--- src/rtl/dadda_row_skid_buffer.sv ---
// Two-entry skid buffer that registers the Dadda tree's reduced rows and tag
// ahead of the final carry-select adder, with occupancy and stall reporting.
module dadda_row_skid_buffer #(
    parameter int unsigned WIDTH = 24,
    parameter int unsigned TAG_W = 4
) (
    input  logic             clk,
    input  logic             rst_n,
    input  logic             flush,
    input  logic             in_valid,
    output logic             in_ready,
    input  logic [WIDTH-1:0] in_row_a,
    input  logic [WIDTH-1:0] in_row_b,
    input  logic [TAG_W-1:0] in_tag,
    output logic             out_valid,
    input  logic             out_ready,
    output logic [WIDTH-1:0] out_row_a,
    output logic [WIDTH-1:0] out_row_b,
    output logic [TAG_W-1:0] out_tag,
    output logic [1:0]       occupancy,
    output logic [15:0]      stall_count
);

    localparam int unsigned CNT_W   = 16;
    localparam logic [CNT_W-1:0] CNT_MAX = '1;

    typedef enum logic [1:0] {
        S_EMPTY = 2'd0,
        S_ONE   = 2'd1,
        S_FULL  = 2'd2
    } state_e;

    state_e             state_q, state_d;
    logic [WIDTH-1:0]   main_a_q, main_a_d;
    logic [WIDTH-1:0]   main_b_q, main_b_d;
    logic [TAG_W-1:0]   main_tag_q, main_tag_d;
    logic [WIDTH-1:0]   skid_a_q, skid_a_d;
    logic [WIDTH-1:0]   skid_b_q, skid_b_d;
    logic [TAG_W-1:0]   skid_tag_q, skid_tag_d;
    logic [CNT_W-1:0]   stall_q, stall_d;
    logic               accept;
    logic               rel;

    // Handshake terms come from registered state only, never from out_ready.
    assign in_ready    = (state_q != S_FULL) & ~flush;
    assign out_valid   = (state_q != S_EMPTY);
    assign accept      = in_valid & in_ready;
    assign rel         = out_valid & out_ready;

    assign out_row_a   = main_a_q;
    assign out_row_b   = main_b_q;
    assign out_tag     = main_tag_q;
    assign stall_count = stall_q;

    always_comb begin
        unique case (state_q)
            S_ONE:   occupancy = 2'd1;
            S_FULL:  occupancy = 2'd2;
            default: occupancy = 2'd0;
        endcase
    end

    // Next-state and datapath moves; flush overrides the state transition.
    always_comb begin
        state_d    = state_q;
        main_a_d   = main_a_q;
        main_b_d   = main_b_q;
        main_tag_d = main_tag_q;
        skid_a_d   = skid_a_q;
        skid_b_d   = skid_b_q;
        skid_tag_d = skid_tag_q;

        unique case (state_q)
            S_EMPTY: begin
                if (accept) begin
                    main_a_d   = in_row_a;
                    main_b_d   = in_row_b;
                    main_tag_d = in_tag;
                    state_d    = S_ONE;
                end
            end
            S_ONE: begin
                if (accept && rel) begin
                    main_a_d   = in_row_a;
                    main_b_d   = in_row_b;
                    main_tag_d = in_tag;
                end else if (accept) begin
                    skid_a_d   = in_row_a;
                    skid_b_d   = in_row_b;
                    skid_tag_d = in_tag;
                    state_d    = S_FULL;
                end else if (rel) begin
                    state_d    = S_EMPTY;
                end
            end
            S_FULL: begin
                if (rel) begin
                    main_a_d   = skid_a_q;
                    main_b_d   = skid_b_q;
                    main_tag_d = skid_tag_q;
                    state_d    = S_ONE;
                end
            end
            default: state_d = S_EMPTY;
        endcase

        if (flush) begin
            state_d = S_EMPTY;
        end
    end

    // Stall counter saturates and survives flush.
    always_comb begin
        stall_d = stall_q;
        if (out_valid && !out_ready && (stall_q != CNT_MAX)) begin
            stall_d = stall_q + CNT_W'(1);
        end
    end

    always_ff @(posedge clk or negedge rst_n) begin
        if (!rst_n) begin
            state_q    <= S_EMPTY;
            main_a_q   <= '0;
            main_b_q   <= '0;
            main_tag_q <= '0;
            skid_a_q   <= '0;
            skid_b_q   <= '0;
            skid_tag_q <= '0;
            stall_q    <= '0;
        end else begin
            state_q    <= state_d;
            main_a_q   <= main_a_d;
            main_b_q   <= main_b_d;
            main_tag_q <= main_tag_d;
            skid_a_q   <= skid_a_d;
            skid_b_q   <= skid_b_d;
            skid_tag_q <= skid_tag_d;
            stall_q    <= stall_d;
        end
    end

endmodule

--- config.mk ---
export PLATFORM = sky130hd
export DESIGN_NAME = dadda_row_skid_buffer
export DESIGN_NICKNAME = d
export VERILOG_FILES = /design/src/rtl/dadda_row_skid_buffer.sv
export SDC_FILE = /design/constraint.sdc
export NUM_CORES = 1
export LEC_CHECK = 0
export ABC_AREA = 1
export CAP_MARGIN = 25
export CORE_MARGIN = 4
export CORE_UTILIZATION = 54
export DETAILED_ROUTE_END_ITERATION = 7
export PLACE_DENSITY = 0.85
export SYNTH_ARGS = -nofsm -noshare
export SYNTH_HDL_FRONTEND = slang
export SYNTH_SLANG_ARGS = --single-unit
--- constraint.sdc ---
create_clock -name clk -period 4 [get_ports clk]
set_clock_uncertainty 0.15 [all_clocks]
set_input_delay 0.4 -clock clk [delete_from_list [all_inputs] [get_ports clk]]
set_output_delay 0.4 -clock clk [all_outputs]
set_load 0.03 [all_outputs]
# Yosys cells after proc, flatten, opt, wreduce, memory -nomap -nowiden
# Cells that the tools add are included.
# classes
n_addsub	1
eq_ne	11
mux	20
bitwise_logic	5
reduce_logical	10
# op_table
cell	n
2-to-1 mux 24 bit	6
one-hot mux 24 bit (3 select lines)	2
adder 16 x 1 -> 16 bit, second input constant	1
!= test 16 bit, second input constant	1
2-to-1 mux 2 bit	6
2-to-1 mux 4 bit	3
one-hot mux 4 bit (3 select lines)	1
!= test 3 bit, second input constant	3
!= test 2 bit, second input constant	4
AND reduction 4 bit	2
one-hot mux 2 bit (3 select lines)	1
!= test 4 bit, second input constant	1
one-hot mux 2 bit (2 select lines)	1
AND 1 bit	3
logical AND 1 bit	3
AND reduction 3 bit	1
nonzero test 3 bit	1
equality test 2 x 1 -> 1 bit, second input constant	1
equality test 2 bit, second input constant	1
zero test 2 bit	1
inverter 1 bit	2
nonzero test 2 bit	1
zero test 1 bit	1
# word_totals
register_bits	122
input_bits	57
output_inout_bits	72
wordCells	55

# Depth between registers and ports, before layout
# Gate-level depths: netlist (run 1).
# depth
word_depth	7
mapped_depth	9
mapped_depth_nobuf	9

# Worst setup path before layout (run 1)
# OpenSTA, ideal clock, no wires.
# synth_timing
path_kind	register -> register
startpoint	register stall_q[0], in the netlist stall_count[0]
endpoint	register stall_q[12], in the netlist stall_count[12]
setup_time_ns	0.118
arrival_time_ns	1.567
t_required_ns	3.732
path_slack_ns	2.166
path_stages_with_launch	10
n_path_buf	1
path_cell_list	dfrtp_1 ha_1 nand2_1 nor2_1 nand2_1 nor2_1 nor2_2 buf_4 nand3b_1 nand2_1
# synth_between
elab_chain_len	2
# synth_rtl
element	line_no	source
start: declaration	40	logic [CNT_W-1:0] stall_q, stall_d;
start signal: assignment	138	stall_q <= stall_d;
parallel branches: the longest is 2 deep, another holds adder 16 x 1 -> 16 bit	n/a	
# Several ways; the timed one is not identified.
# A chain may end at the register's enable or synchronous reset.

# Final worst setup path (run 1)
# layout_timing
startpoint	register state_q[0]
endpoint	output port occupancy[1]
# layout_between
elab_chain_len	2
# layout_rtl
element	line_no	source
start: declaration	33	state_e state_q, state_d;
start signal: assignment	131	state_q <= state_d;
equality test 2 bit or equality test 2 x 1 -> 1 bit (tied branches)	56	unique case (state_q)
one-hot mux 2 bit (2 select lines) (*)	56	
end: declaration	20	output logic [1:0] occupancy,
# Mark *: on every way between the ends. The rest lies on a longest branch, timed or not.

==> impl_metrics.xml, run 1 <==
<?xml version="1.0" encoding="UTF-8"?>
<metrics>
  <group name="final_layout">
    <metric name="area_delta_synth_final" unit="%">35.4</metric>
    <metric name="fin_nets" unit="">814</metric>
    <metric name="antenna_cells" unit="">0</metric>
    <metric name="mostFrequentLayoutCell" unit="">sky130_fd_sc_hd__nand2_1</metric>
    <metric name="most-common-layout-cells" unit="">262 x sky130_fd_sc_hd__nand2_1, 126 x sky130_fd_sc_hd__clkdlybuf4s50_1, 122 x sky130_fd_sc_hd__dfrtp_1, 53 x sky130_fd_sc_hd__o21ai_0, 40 x sky130_fd_sc_hd__mux2i_1</metric>
    <metric name="drive_above_1_share" unit="%">7.28</metric>
    <metric name="utilization" unit="%">75.7</metric>
  </group>
  <group name="yosys">
    <metric name="cell_types_with_the_largest_area_share_after_synthesis" unit="">sky130_fd_sc_hd__dfrtp_1 55%, sky130_fd_sc_hd__nand2_1 18%, sky130_fd_sc_hd__mux2i_1 7.3%, sky130_fd_sc_hd__o21ai_0 4.8%, sky130_fd_sc_hd__o21ai_1 2.3%</metric>
    <metric name="synth_top_area_share" unit="%">55.3</metric>
    <metric name="synth_nets" unit="">689</metric>
    <metric name="synthesis.instances" unit="">631</metric>
    <metric name="synth.yosys.seq_area_share" unit="%">55.3</metric>
    <metric name="synthDistinctLibCells" unit="">25</metric>
    <metric name="dominant_combinational_cell_family_by_area_after_synthesis" unit="">simple AND/OR/NAND/NOR gates</metric>
    <metric name="synth-compound-area-share" unit="%">8.91</metric>
    <metric name="post_synth_fa_ha_maj_area_fraction" unit="%">0.227</metric>
    <metric name="netlist.top_cell.by_area" unit="">sky130_fd_sc_hd__dfrtp_1</metric>
    <metric name="yosys.area_share.xor_xnor" unit="%">0.952</metric>
    <metric name="synthesis.area_per_instance" unit="um^2">8.75</metric>
    <metric name="yosys.area_share.simple" unit="%">21.9</metric>
    <metric name="synth_warnings" unit="">0</metric>
    <metric name="post_synth_instance_area" unit="um^2">5520</metric>
    <metric name="ys_seq_elements" unit="">122</metric>
    <metric name="synthMuxAreaShare" unit="%">7.25</metric>
  </group>
  <group name="placed_design">
    <metric name="placed_wire_length_estimate_after_detailed_placement" unit="um">8990</metric>
    <metric name="place.port_buffers" unit="">128</metric>
    <metric name="finalWeightedCongestion" unit="">0.861</metric>
  </group>
  <group name="floorplan">
    <metric name="die_span_y" unit="um">109</metric>
    <metric name="dieArea" unit="um^2">11900</metric>
    <metric name="rows" unit="">36</metric>
    <metric name="ios" unit="">129</metric>
    <metric name="initial_utilization" unit="%">55.9</metric>
    <metric name="coreArea" unit="um^2">9860</metric>
    <metric name="die-width" unit="um">109</metric>
  </group>
  <group name="critical_path">
    <metric name="worst_setup_path_startpoint" unit="">state_q[0]</metric>
    <metric name="cp_cell_sequence" unit="">inv_2 -&gt; nand2_2 -&gt; clkinv_1 -&gt; buf_4 -&gt; clkdlybuf4s50_1</metric>
    <metric name="launching_element_type_of_the_critical_path" unit="">register</metric>
    <metric name="crit_path_top_delay_cell" unit="">sky130_fd_sc_hd__nand2_2</metric>
    <metric name="worstPathRequired" unit="ns">3.45</metric>
    <metric name="worst-path-max-fanout" unit="">28</metric>
    <metric name="timing_worst_setup_path_type" unit="">register to output pin</metric>
    <metric name="arrival" unit="ns">2.82</metric>
    <metric name="critical_path.max_stage_delay" unit="ns">0.62</metric>
    <metric name="setup.worst_path.end_class" unit="">output pin</metric>
    <metric name="r2r_start" unit="">state_q[0]</metric>
  </group>
  <group name="clock_tree">
    <metric name="cts_inserted_buffers" unit="">17</metric>
    <metric name="worst_setup_hold_path_clk_slew" unit="ns">0.06</metric>
    <metric name="numClockSinks" unit="">122</metric>
    <metric name="post_cts.resized_instances" unit="">0</metric>
    <metric name="postCtsSetupRepairBufs" unit="">0</metric>
    <metric name="clockBufferDepth" unit="">2</metric>
    <metric name="cts_tree" unit="">done</metric>
    <metric name="h_tree_lvls" unit="">4</metric>
    <metric name="cts_root_buf" unit="">sky130_fd_sc_hd__clkbuf_8</metric>
    <metric name="worstSkewPairLatency" unit="ns">0.51</metric>
  </group>
  <group name="min_path">
    <metric name="worstHoldPathType" unit="">primary input to register</metric>
    <metric name="holdCritStartpoint" unit="">in_row_b[19]</metric>
  </group>
  <group name="sta">
    <metric name="post-route-period-util" unit="%">84.2</metric>
    <metric name="tns" unit="ns">0</metric>
    <metric name="rsz0062_at_grt" unit="">no</metric>
    <metric name="final_max_slew_viol_count" unit="">0</metric>
    <metric name="timing.max_slew.rel_slack" unit="%">43.9</metric>
    <metric name="timing.fmax" unit="MHz">297</metric>
    <metric name="hold_viol" unit="">0</metric>
    <metric name="setup_viol_count_final" unit="">0</metric>
    <metric name="layout_min_cycle_time" unit="ns">3.37</metric>
    <metric name="tightest_slew" unit="ns">0.839</metric>
  </group>
  <group name="global_route">
    <metric name="gr-max-usage-layer" unit="">met2</metric>
    <metric name="via_count_of_the_first_global_routing_pass" unit="">4709</metric>
    <metric name="grt_pass1_wl" unit="um">22700</metric>
    <metric name="global_route.usage.met2" unit="%">40.4</metric>
    <metric name="grt_start_max_net_pins" unit="">105</metric>
    <metric name="grt_overflow_total" unit="">0</metric>
    <metric name="antenna_found_initial" unit="">0</metric>
    <metric name="grt_util_all_layers" unit="%">24.7</metric>
    <metric name="grt_use_met1" unit="%">30.4</metric>
    <metric name="grt_util_met3" unit="%">6.75</metric>
  </group>
  <group name="routing">
    <metric name="drt_first_pass_iters" unit="">5</metric>
    <metric name="ant_nets" unit="">0</metric>
    <metric name="number_of_drc_markers_after_the_initial_detailed_route_iteration" unit="">246</metric>
    <metric name="drcViolationCount" unit="">0</metric>
    <metric name="postRouteWirelength" unit="um">14100</metric>
    <metric name="wl_per_cell" unit="um">15.6</metric>
    <metric name="avg_vias_per_cell" unit="">5.28</metric>
    <metric name="via_count" unit="">4764</metric>
  </group>
  <group name="outcome">
    <metric name="result_of_the_run" unit="">complete, no violations</metric>
  </group>
  <group name="pwr">
    <metric name="leakagePower" unit="uW">0.00368</metric>
    <metric name="power-per-cell-area" unit="nW/um^2">691</metric>
    <metric name="finalPower" unit="uW">5160</metric>
    <metric name="vdd_drop_max" unit="mV">0.451</metric>
  </group>
  <group name="flow_run">
    <metric name="cap_viol_max_count" unit="">0</metric>
  </group>
</metrics>
worst max-delay path, delay by kind of cell (launching register included):
| family | cells | cell delay (ns) |
|---|---|---|
| buf+inv | 4 | 1.25 |
| flops | 1 | 0.43 |
| simple gates | 1 | 0.62 |
through the flow:
step	instance area, um^2	std cells	setup slack (ns)	hold WS [ns]
after global routing	7470	902	0.492	0.303
final	7470	902	0.632	0.303
after global placement	6850	867	1.29	0.302
after CTS	7440	901	0.634	0.294
after floorplan	5520	631	2.17	-0.0456
after detailed placement	6870	868	1.19	0.308
final timing paths:
kind                       slack (ns)             end  depth (start not counted)
min in group asynchronous        0.32  stall_count[5]                          2
max in group asynchronous        2.44     skid_a_q[2]                          3
min reg2reg                      0.32     skid_b_q[4]                          2
max reg2reg                      1.48      out_tag[3]                          8
max                              0.63    occupancy[1]                          5
min                              0.30    skid_b_q[19]                          3
flip-flops by register name, indices dropped and copies added (netlist names):
name,count
out_tag,4
skid_tag_q,4
out_row_a,24
state_q,2
out_row_b,24
skid_b_q,24
stall_count,16
skid_a_q,24
cell families after synthesis:
kind of cell / after synthesis
AND/OR/NAND/NOR: 310
flip-flops: 122
AO/OA/AOI/OAI: 90
buffers and inverters: 62
multiplexers: 40
XOR/XNOR: 6
adder cells (fa/ha/maj): 1
report_power, final:
group          internal, uW  total [uW]  switching, uW
registers              1700        2000            301
clock network           901        1440            542
logic                   698        1720           1020
total                  3300        5160           1870
what timing repair did:
| action | CTS | global route |
|---|---|---|
| setup endpoints to repair | 0 | 0 |
| hold endpoints to repair | 55 | 0 |
| hold buffers | 1 | 0 |
cell type report:
| cell class | count | area (um^2) |
|---|---|---|
| multi-input combinational | 447 | 2180 |
| tap | 133 | 166 |
| inverter | 32 | 120 |
| fill | 631 | 2390 |
| sequential | 122 | 3050 |
| clock inverter | 11 | 121 |
| clock buffer | 21 | 439 |
| timing repair buffer | 136 | 1390 |
layer usage:
metal,vias up,wire length (um)
met1,2263,5790
met5,-,0
li1,2277,-
met4,0,393
met3,36,952
met2,188,6960
synthesized netlist by cell type, drive strengths merged:
cell and instances:
xor2 2, nand4 6, nand3b 1, nand2 264, inv 31, clkinv 1
dfrtp 122, buf 19, a21oi 1, mux2i 40, o21ai 89, or2 1
clkbuf 11, nand3 11, nor2 26, xnor2 4, ha 1, nor3 1
(Power assumes the default switching activity.)
==> inputs of run 2 (changes only) <==
--- a/config.mk
+++ b/config.mk
@@ -8,9 +8,9 @@
 export ABC_AREA = 1
 export CAP_MARGIN = 25
 export CORE_MARGIN = 4
-export CORE_UTILIZATION = 54
+export CORE_UTILIZATION = 45
 export DETAILED_ROUTE_END_ITERATION = 7
-export PLACE_DENSITY = 0.85
+export PLACE_DENSITY = 0.76
 export SYNTH_ARGS = -nofsm -noshare
 export SYNTH_HDL_FRONTEND = slang
 export SYNTH_SLANG_ARGS = --single-unit
==> constraint.sdc (replaced) <==
create_clock -name clk -period 2.9 [get_ports clk]
set_clock_uncertainty 0.15 [all_clocks]
set_input_delay 0.29 -clock clk [delete_from_list [all_inputs] [get_ports clk]]
set_output_delay 0.29 -clock clk [all_outputs]
set_load 0.03 [all_outputs]
==> run 2 against run 1 <==
Against the previous run: hold slack worse by 0.0053 ns; cell area up 1.2%; sequential power increased by 38%; non-clock buffer count is 4 higher; register-to-register slack lost 0.82 ns; wire length shrank 2.9%; global-route usage is 4.6 points lower; utilization down 13 points; highest routed layer unchanged.
==> impl_metrics.xml, run 2 (same netlist as run 1, synthesis figures left out) <==
<?xml version="1.0" encoding="UTF-8"?>
<metrics>
  <group name="routing">
    <metric name="via_count" unit="">4690</metric>
    <metric name="avg_vias_per_cell" unit="">5.10</metric>
    <metric name="postRouteWirelength" unit="um">13700</metric>
    <metric name="ant_nets" unit="">0</metric>
    <metric name="drt_first_pass_iters" unit="">4</metric>
    <metric name="drcViolationCount" unit="">0</metric>
    <metric name="number_of_drc_markers_after_the_initial_detailed_route_iteration" unit="">377</metric>
    <metric name="wl_per_cell" unit="um">14.9</metric>
  </group>
  <group name="clock_tree">
    <metric name="worst_setup_hold_path_clk_slew" unit="ns">0.05</metric>
    <metric name="cts_inserted_buffers" unit="">17</metric>
    <metric name="postCtsSetupRepairBufs" unit="">0</metric>
    <metric name="numClockSinks" unit="">122</metric>
    <metric name="h_tree_lvls" unit="">4</metric>
    <metric name="cts_tree" unit="">done</metric>
    <metric name="clockBufferDepth" unit="">2</metric>
    <metric name="cts_root_buf" unit="">sky130_fd_sc_hd__clkbuf_16</metric>
    <metric name="worstSkewPairLatency" unit="ns">0.40</metric>
  </group>
  <group name="critical_path">
    <metric name="worstPathRequired" unit="ns">2.46</metric>
    <metric name="timing_worst_setup_path_type" unit="">register to output pin</metric>
    <metric name="arrival" unit="ns">2.19</metric>
    <metric name="worstRegToRegCells" unit="">8</metric>
    <metric name="launching_element_type_of_the_critical_path" unit="">register</metric>
    <metric name="worst-path-max-fanout" unit="">14</metric>
    <metric name="r2r_start" unit="">state_q[0]</metric>
    <metric name="critical_path.reg2reg.endpoint" unit="">out_row_b[20]</metric>
    <metric name="ff2ff_setup_slack" unit="ns">0.66</metric>
    <metric name="setup.worst_path.end_class" unit="">output pin</metric>
  </group>
  <group name="final_layout">
    <metric name="mostFrequentLayoutCell" unit="">sky130_fd_sc_hd__nand2_1</metric>
    <metric name="area_delta_synth_final" unit="%">36.9</metric>
    <metric name="fin_nets" unit="">818</metric>
    <metric name="footprint_of_the_multi_input_gates" unit="um^2">2180</metric>
    <metric name="utilization" unit="%">62.9</metric>
    <metric name="drive_above_1_share" unit="%">7.77</metric>
    <metric name="antenna_cells" unit="">0</metric>
    <metric name="layout.cell_area.non_filler" unit="um^2">7560</metric>
    <metric name="regArea" unit="um^2">3050</metric>
    <metric name="count_of_filler_cells_inserted_in_the_layout" unit="">976</metric>
    <metric name="most-common-layout-cells" unit="">262 x sky130_fd_sc_hd__nand2_1, 126 x sky130_fd_sc_hd__clkdlybuf4s50_1, 122 x sky130_fd_sc_hd__dfrtp_1, 53 x sky130_fd_sc_hd__o21ai_0, 40 x sky130_fd_sc_hd__mux2i_1</metric>
  </group>
  <group name="placed_design">
    <metric name="finalWeightedCongestion" unit="">0.849</metric>
    <metric name="placed_wire_length_estimate_after_detailed_placement" unit="um">9390</metric>
    <metric name="placed_cell_area" unit="um^2">6930</metric>
    <metric name="place.port_buffers" unit="">128</metric>
  </group>
  <group name="floorplan">
    <metric name="ios" unit="">129</metric>
    <metric name="initial_utilization" unit="%">45.9</metric>
    <metric name="rows" unit="">40</metric>
    <metric name="die_span_y" unit="um">119</metric>
    <metric name="coreArea" unit="um^2">12000</metric>
    <metric name="dieArea" unit="um^2">14100</metric>
    <metric name="die-width" unit="um">119</metric>
  </group>
  <group name="pwr">
    <metric name="vdd_drop_max" unit="mV">0.588</metric>
    <metric name="leakagePower" unit="uW">0.00372</metric>
    <metric name="finalPower" unit="uW">7290</metric>
    <metric name="power-per-cell-area" unit="nW/um^2">964</metric>
  </group>
  <group name="sta">
    <metric name="hold_viol" unit="">0</metric>
    <metric name="setup_viol_count_final" unit="">0</metric>
    <metric name="timing.max_slew.rel_slack" unit="%">57.0</metric>
    <metric name="rsz0062_at_grt" unit="">no</metric>
    <metric name="tns" unit="ns">0</metric>
    <metric name="final_max_slew_viol_count" unit="">0</metric>
    <metric name="timing.fmax" unit="MHz">381</metric>
    <metric name="post-route-period-util" unit="%">90.5</metric>
    <metric name="tightest_slew" unit="ns">0.645</metric>
    <metric name="layout_min_cycle_time" unit="ns">2.63</metric>
  </group>
  <group name="global_route">
    <metric name="grt_overflow_total" unit="">0</metric>
    <metric name="antenna_found_initial" unit="">0</metric>
    <metric name="grt_start_max_net_pins" unit="">76</metric>
    <metric name="via_count_of_the_first_global_routing_pass" unit="">4876</metric>
    <metric name="grt_pass1_wl" unit="um">22900</metric>
    <metric name="grt_util_all_layers" unit="%">20.0</metric>
  </group>
  <group name="flow_run">
    <metric name="cap_viol_max_count" unit="">0</metric>
  </group>
  <group name="min_path">
    <metric name="worstHoldPathType" unit="">primary input to asynchronous set/reset pin</metric>
  </group>
  <group name="outcome">
    <metric name="result_of_the_run" unit="">complete, no violations</metric>
  </group>
</metrics>
-- run 2: changes by cell type in the layout (fill, tap and decap cells not counted), moves of 2 or more --
cell                       delta
sky130_fd_sc_hd__buf_4        +4
sky130_fd_sc_hd__clkbuf_8     +3
sky130_fd_sc_hd__buf_12       +2
sky130_fd_sc_hd__buf_16       -2
sky130_fd_sc_hd__clkinv_4     -2
-- run 2: worst max path at each step --
stage,to,startpoint,slack [ns],cells past startpoint
2_1_floorplan,stall_count[12],stall_count[0],1.07,9
3_3_place_gp,skid_a_q[13],flush,0.74,9
3_5_place_dp,out_row_b[20],state_q[0],0.67,8
4_1_cts,occupancy[1],state_q[0],0.27,4
5_1_grt,occupancy[1],state_q[0],0.16,4
6_report,occupancy[1],state_q[0],0.27,4
-- run 2: layout make-up --
cell class | count | area share [%]
Multi-Input combinational cell | 447 | 28.8
Sequential cell | 122 | 40.4
Timing Repair Buffer | 140 | 18.6
Clock buffer | 24 | 6.64
Clock inverter | 7 | 1.49
Tap cell | 147 | 2.43
Inverter | 32 | 1.59
-- run 2: critical path, cell delays in order (launching register included) --
cell,delay [ns]
sky130_fd_sc_hd__dfrtp_1,0.42
sky130_fd_sc_hd__inv_2,0.08
sky130_fd_sc_hd__nand2_2,0.33
sky130_fd_sc_hd__clkinv_1,0.29
sky130_fd_sc_hd__clkdlybuf4s50_1,0.66
-- run 2: report_power, final --
part / switching, uW / internal (uW)
logic: 1380 / 964
clock network: 729 / 1460
registers: 417 / 2340
-- run 2: repair_timing --
item / in CTS / in global routing
hold buffers: 1 / 0
resized for setup: 0 / 0
endpoints found under the hold margin: 47 / 0
-- run 2: layer usage --
layer	up-vias	global-route usage [%]	share of wire, %
met5	-	0	0
met4	0	7.68	1.8
met3	23	6.03	6.0
met2	152	31.7	47
met1	2236	26.0	45
li1	2279	-	-
-- run 2: stage by stage --
stage	std cells	hold WS (ns)	setup WS, ns
floorplan	631	-0.156	1.07
global placement	887	0.193	0.741
detailed placement	887	0.204	0.666
CTS	919	0.294	0.266
global route	919	0.298	0.159
finish	919	0.297	0.274
==> inputs of run 3 (changes only) <==
--- a/config.mk
+++ b/config.mk
@@ -8,9 +8,9 @@
 export ABC_AREA = 1
 export CAP_MARGIN = 25
 export CORE_MARGIN = 4
-export CORE_UTILIZATION = 45
+export CORE_UTILIZATION = 42
 export DETAILED_ROUTE_END_ITERATION = 7
-export PLACE_DENSITY = 0.76
+export PLACE_DENSITY = 0.72
 export SYNTH_ARGS = -nofsm -noshare
 export SYNTH_HDL_FRONTEND = slang
 export SYNTH_SLANG_ARGS = --single-unit
==> run 3 against run 2 <==
Against the previous run: sequential share of layout area down 0.19 points; highest routed layer unchanged; wire length down 2.6%; largest power group unchanged; clock-buffer cell count grew 2; sequential power is essentially flat; non-clock buffer count unchanged; combinational power hardly changed; critical path type is now register to register; hold slack got worse by 0.13 ns.
==> impl_metrics.xml, run 3 (same netlist as run 1, synthesis figures left out) <==
<?xml version="1.0" encoding="UTF-8"?>
<metrics>
  <group name="pwr">
    <metric name="share_clk_of_total_power" unit="%">30.0</metric>
    <metric name="power-per-cell-area" unit="nW/um^2">956</metric>
    <metric name="p_int" unit="uW">4770</metric>
    <metric name="leakagePower" unit="uW">0.00372</metric>
    <metric name="p_sw_share" unit="%">34.2</metric>
    <metric name="total_switching_power" unit="uW">2480</metric>
    <metric name="vdd_drop_max" unit="mV">0.512</metric>
    <metric name="p_seq_share" unit="%">37.9</metric>
    <metric name="power.share.combinational" unit="%">32.1</metric>
  </group>
  <group name="final_layout">
    <metric name="finish.cell_count_without_fillers" unit="">945</metric>
    <metric name="fin_nets" unit="">818</metric>
    <metric name="area_delta_synth_final" unit="%">37.6</metric>
    <metric name="most-common-layout-cells" unit="">262 x sky130_fd_sc_hd__nand2_1, 126 x sky130_fd_sc_hd__clkdlybuf4s50_1, 122 x sky130_fd_sc_hd__dfrtp_1, 53 x sky130_fd_sc_hd__o21ai_0, 40 x sky130_fd_sc_hd__mux2i_1</metric>
    <metric name="antenna_cells" unit="">0</metric>
    <metric name="mostFrequentLayoutCell" unit="">sky130_fd_sc_hd__nand2_1</metric>
    <metric name="drive_above_1_share" unit="%">7.63</metric>
    <metric name="layout.cell_area.non_filler" unit="um^2">7590</metric>
  </group>
  <group name="critical_path">
    <metric name="worstRegToRegCells" unit="">8</metric>
    <metric name="r2r_start" unit="">state_q[0]</metric>
    <metric name="worstPathRequired" unit="ns">3.07</metric>
    <metric name="ff2ff_setup_slack" unit="ns">0.60</metric>
    <metric name="setup.worst_path.end_class" unit="">register</metric>
    <metric name="worst-path-max-fanout" unit="">68</metric>
    <metric name="launching_element_type_of_the_critical_path" unit="">register</metric>
    <metric name="arrival" unit="ns">2.47</metric>
    <metric name="timing_worst_setup_path_type" unit="">register to register</metric>
    <metric name="critical_path.reg2reg.endpoint" unit="">out_row_b[6]</metric>
  </group>
  <group name="clock_tree">
    <metric name="numClockSinks" unit="">122</metric>
    <metric name="clockBufferDepth" unit="">2</metric>
    <metric name="post_cts.resized_instances" unit="">0</metric>
    <metric name="cts_root_buf" unit="">sky130_fd_sc_hd__clkbuf_16</metric>
    <metric name="worst_setup_hold_path_clk_slew" unit="ns">0.05</metric>
    <metric name="cts_tree" unit="">done</metric>
    <metric name="worstSkewPairLatency" unit="ns">0.40</metric>
    <metric name="postCtsSetupRepairBufs" unit="">0</metric>
    <metric name="h_tree_lvls" unit="">4</metric>
    <metric name="cts_inserted_buffers" unit="">17</metric>
    <metric name="postCtsHoldBufs" unit="">1</metric>
  </group>
  <group name="floorplan">
    <metric name="die_span_y" unit="um">123</metric>
    <metric name="die-width" unit="um">123</metric>
    <metric name="initial_utilization" unit="%">43.4</metric>
    <metric name="coreArea" unit="um^2">12700</metric>
    <metric name="rows" unit="">41</metric>
    <metric name="dieArea" unit="um^2">15000</metric>
    <metric name="ios" unit="">129</metric>
  </group>
  <group name="routing">
    <metric name="wl_per_cell" unit="um">14.1</metric>
    <metric name="drt_first_pass_iters" unit="">4</metric>
    <metric name="ant_nets" unit="">0</metric>
    <metric name="postRouteWirelength" unit="um">13300</metric>
    <metric name="drcViolationCount" unit="">0</metric>
    <metric name="via_count" unit="">4633</metric>
    <metric name="avg_vias_per_cell" unit="">4.90</metric>
    <metric name="number_of_drc_markers_after_the_initial_detailed_route_iteration" unit="">229</metric>
  </group>
  <group name="sta">
    <metric name="rsz0062_at_grt" unit="">no</metric>
    <metric name="tightest_slew" unit="ns">0.641</metric>
    <metric name="layout_min_cycle_time" unit="ns">2.30</metric>
    <metric name="post-route-period-util" unit="%">79.4</metric>
    <metric name="timing.max_slew.rel_slack" unit="%">57.2</metric>
    <metric name="timing.fmax" unit="MHz">434</metric>
    <metric name="final_max_slew_viol_count" unit="">0</metric>
    <metric name="hold_viol" unit="">0</metric>
    <metric name="setup_viol_count_final" unit="">0</metric>
    <metric name="tns" unit="ns">0</metric>
  </group>
  <group name="global_route">
    <metric name="grt_pass1_wl" unit="um">21800</metric>
    <metric name="grt_overflow_total" unit="">0</metric>
    <metric name="gr-max-usage-layer" unit="">met2</metric>
    <metric name="grt_util_all_layers" unit="%">18.5</metric>
    <metric name="antenna_found_initial" unit="">0</metric>
    <metric name="grt_util_met3" unit="%">6.59</metric>
    <metric name="grt_use_met1" unit="%">23.4</metric>
    <metric name="global_route.usage.met2" unit="%">29.7</metric>
    <metric name="grt_start_max_net_pins" unit="">69</metric>
    <metric name="via_count_of_the_first_global_routing_pass" unit="">4587</metric>
  </group>
  <group name="placed_design">
    <metric name="placed_cells_incl_taps" unit="">912</metric>
    <metric name="placed_cell_area" unit="um^2">6960</metric>
    <metric name="place.port_buffers" unit="">128</metric>
    <metric name="placed_wire_length_estimate_after_detailed_placement" unit="um">9100</metric>
    <metric name="finalWeightedCongestion" unit="">0.857</metric>
  </group>
  <group name="outcome">
    <metric name="result_of_the_run" unit="">complete, no violations</metric>
  </group>
  <group name="min_path">
    <metric name="worstHoldPathType" unit="">primary input to asynchronous set/reset pin</metric>
  </group>
  <group name="flow_run">
    <metric name="cap_viol_max_count" unit="">0</metric>
  </group>
</metrics>
[run 3: cell count changes in the layout (fill, tap and decap cells not counted), sizes merged]
cell      change
clkinvlp      -1
clkbuf        +2
[run 3: routing by layer]
layer	wire, um	share of wire (%)
met5	0	0
met4	174	1.3
met3	907	6.8
met2	6300	47
met1	5950	45
[run 3: area by class of cell]
cell class                 instances  area [um^2]
fill                            1095         5130
clock buffer                      26          509
multi-input combinational        447         2180
tap                              172          215
timing repair buffer             140         1410
inverter                          32          120
clock inverter                     6          109
sequential                       122         3050
[run 3: stage by stage]
step                      util, %  power (uW)  hold slack [ns]  worst slack [ns]
after floorplan                 -        4080           -0.156              1.07
after global placement       54.7        5020           0.0316             0.687
after detailed placement     54.7        5100           0.0399             0.599
after CTS                    59.7        7340            0.140             0.574
after global routing         59.7        7670            0.179             0.423
final                        59.7        7260            0.168             0.598
[run 3: worst max-delay path by stage]
stage,startpoint,to
final,state_q[0],out_row_b[6]
after CTS,state_q[0],out_row_a[13]
after global placement,state_q[0],out_row_b[23]
after detailed placement,state_q[0],out_row_a[13]
after floorplan,stall_count[0],stall_count[12]
after global routing,state_q[0],out_row_b[23]
[run 3: worst max-delay path: stages (launching register included)]
cell and delay (ns):
sky130_fd_sc_hd__dfrtp_1 0.43, sky130_fd_sc_hd__inv_2 0.08, sky130_fd_sc_hd__nand2_2 0.11, sky130_fd_sc_hd__buf_4 0.37
sky130_fd_sc_hd__o21ai_1 0.20, sky130_fd_sc_hd__nand2_4 0.33, sky130_fd_sc_hd__buf_12 0.33, sky130_fd_sc_hd__nand2_1 0.08
sky130_fd_sc_hd__o21ai_1 0.09
[run 3: power by group through the flow]
stage | combinational, uW | clock [uW] | sequential, uW
2_1_floorplan | 799 | 0 | 3280
3_3_place_gp | 2280 | 0 | 2740
3_5_place_dp | 2340 | 0 | 2760
4_1_cts | 2360 | 2230 | 2750
5_1_grt | 2540 | 2300 | 2830
6_report | 2330 | 2180 | 2750
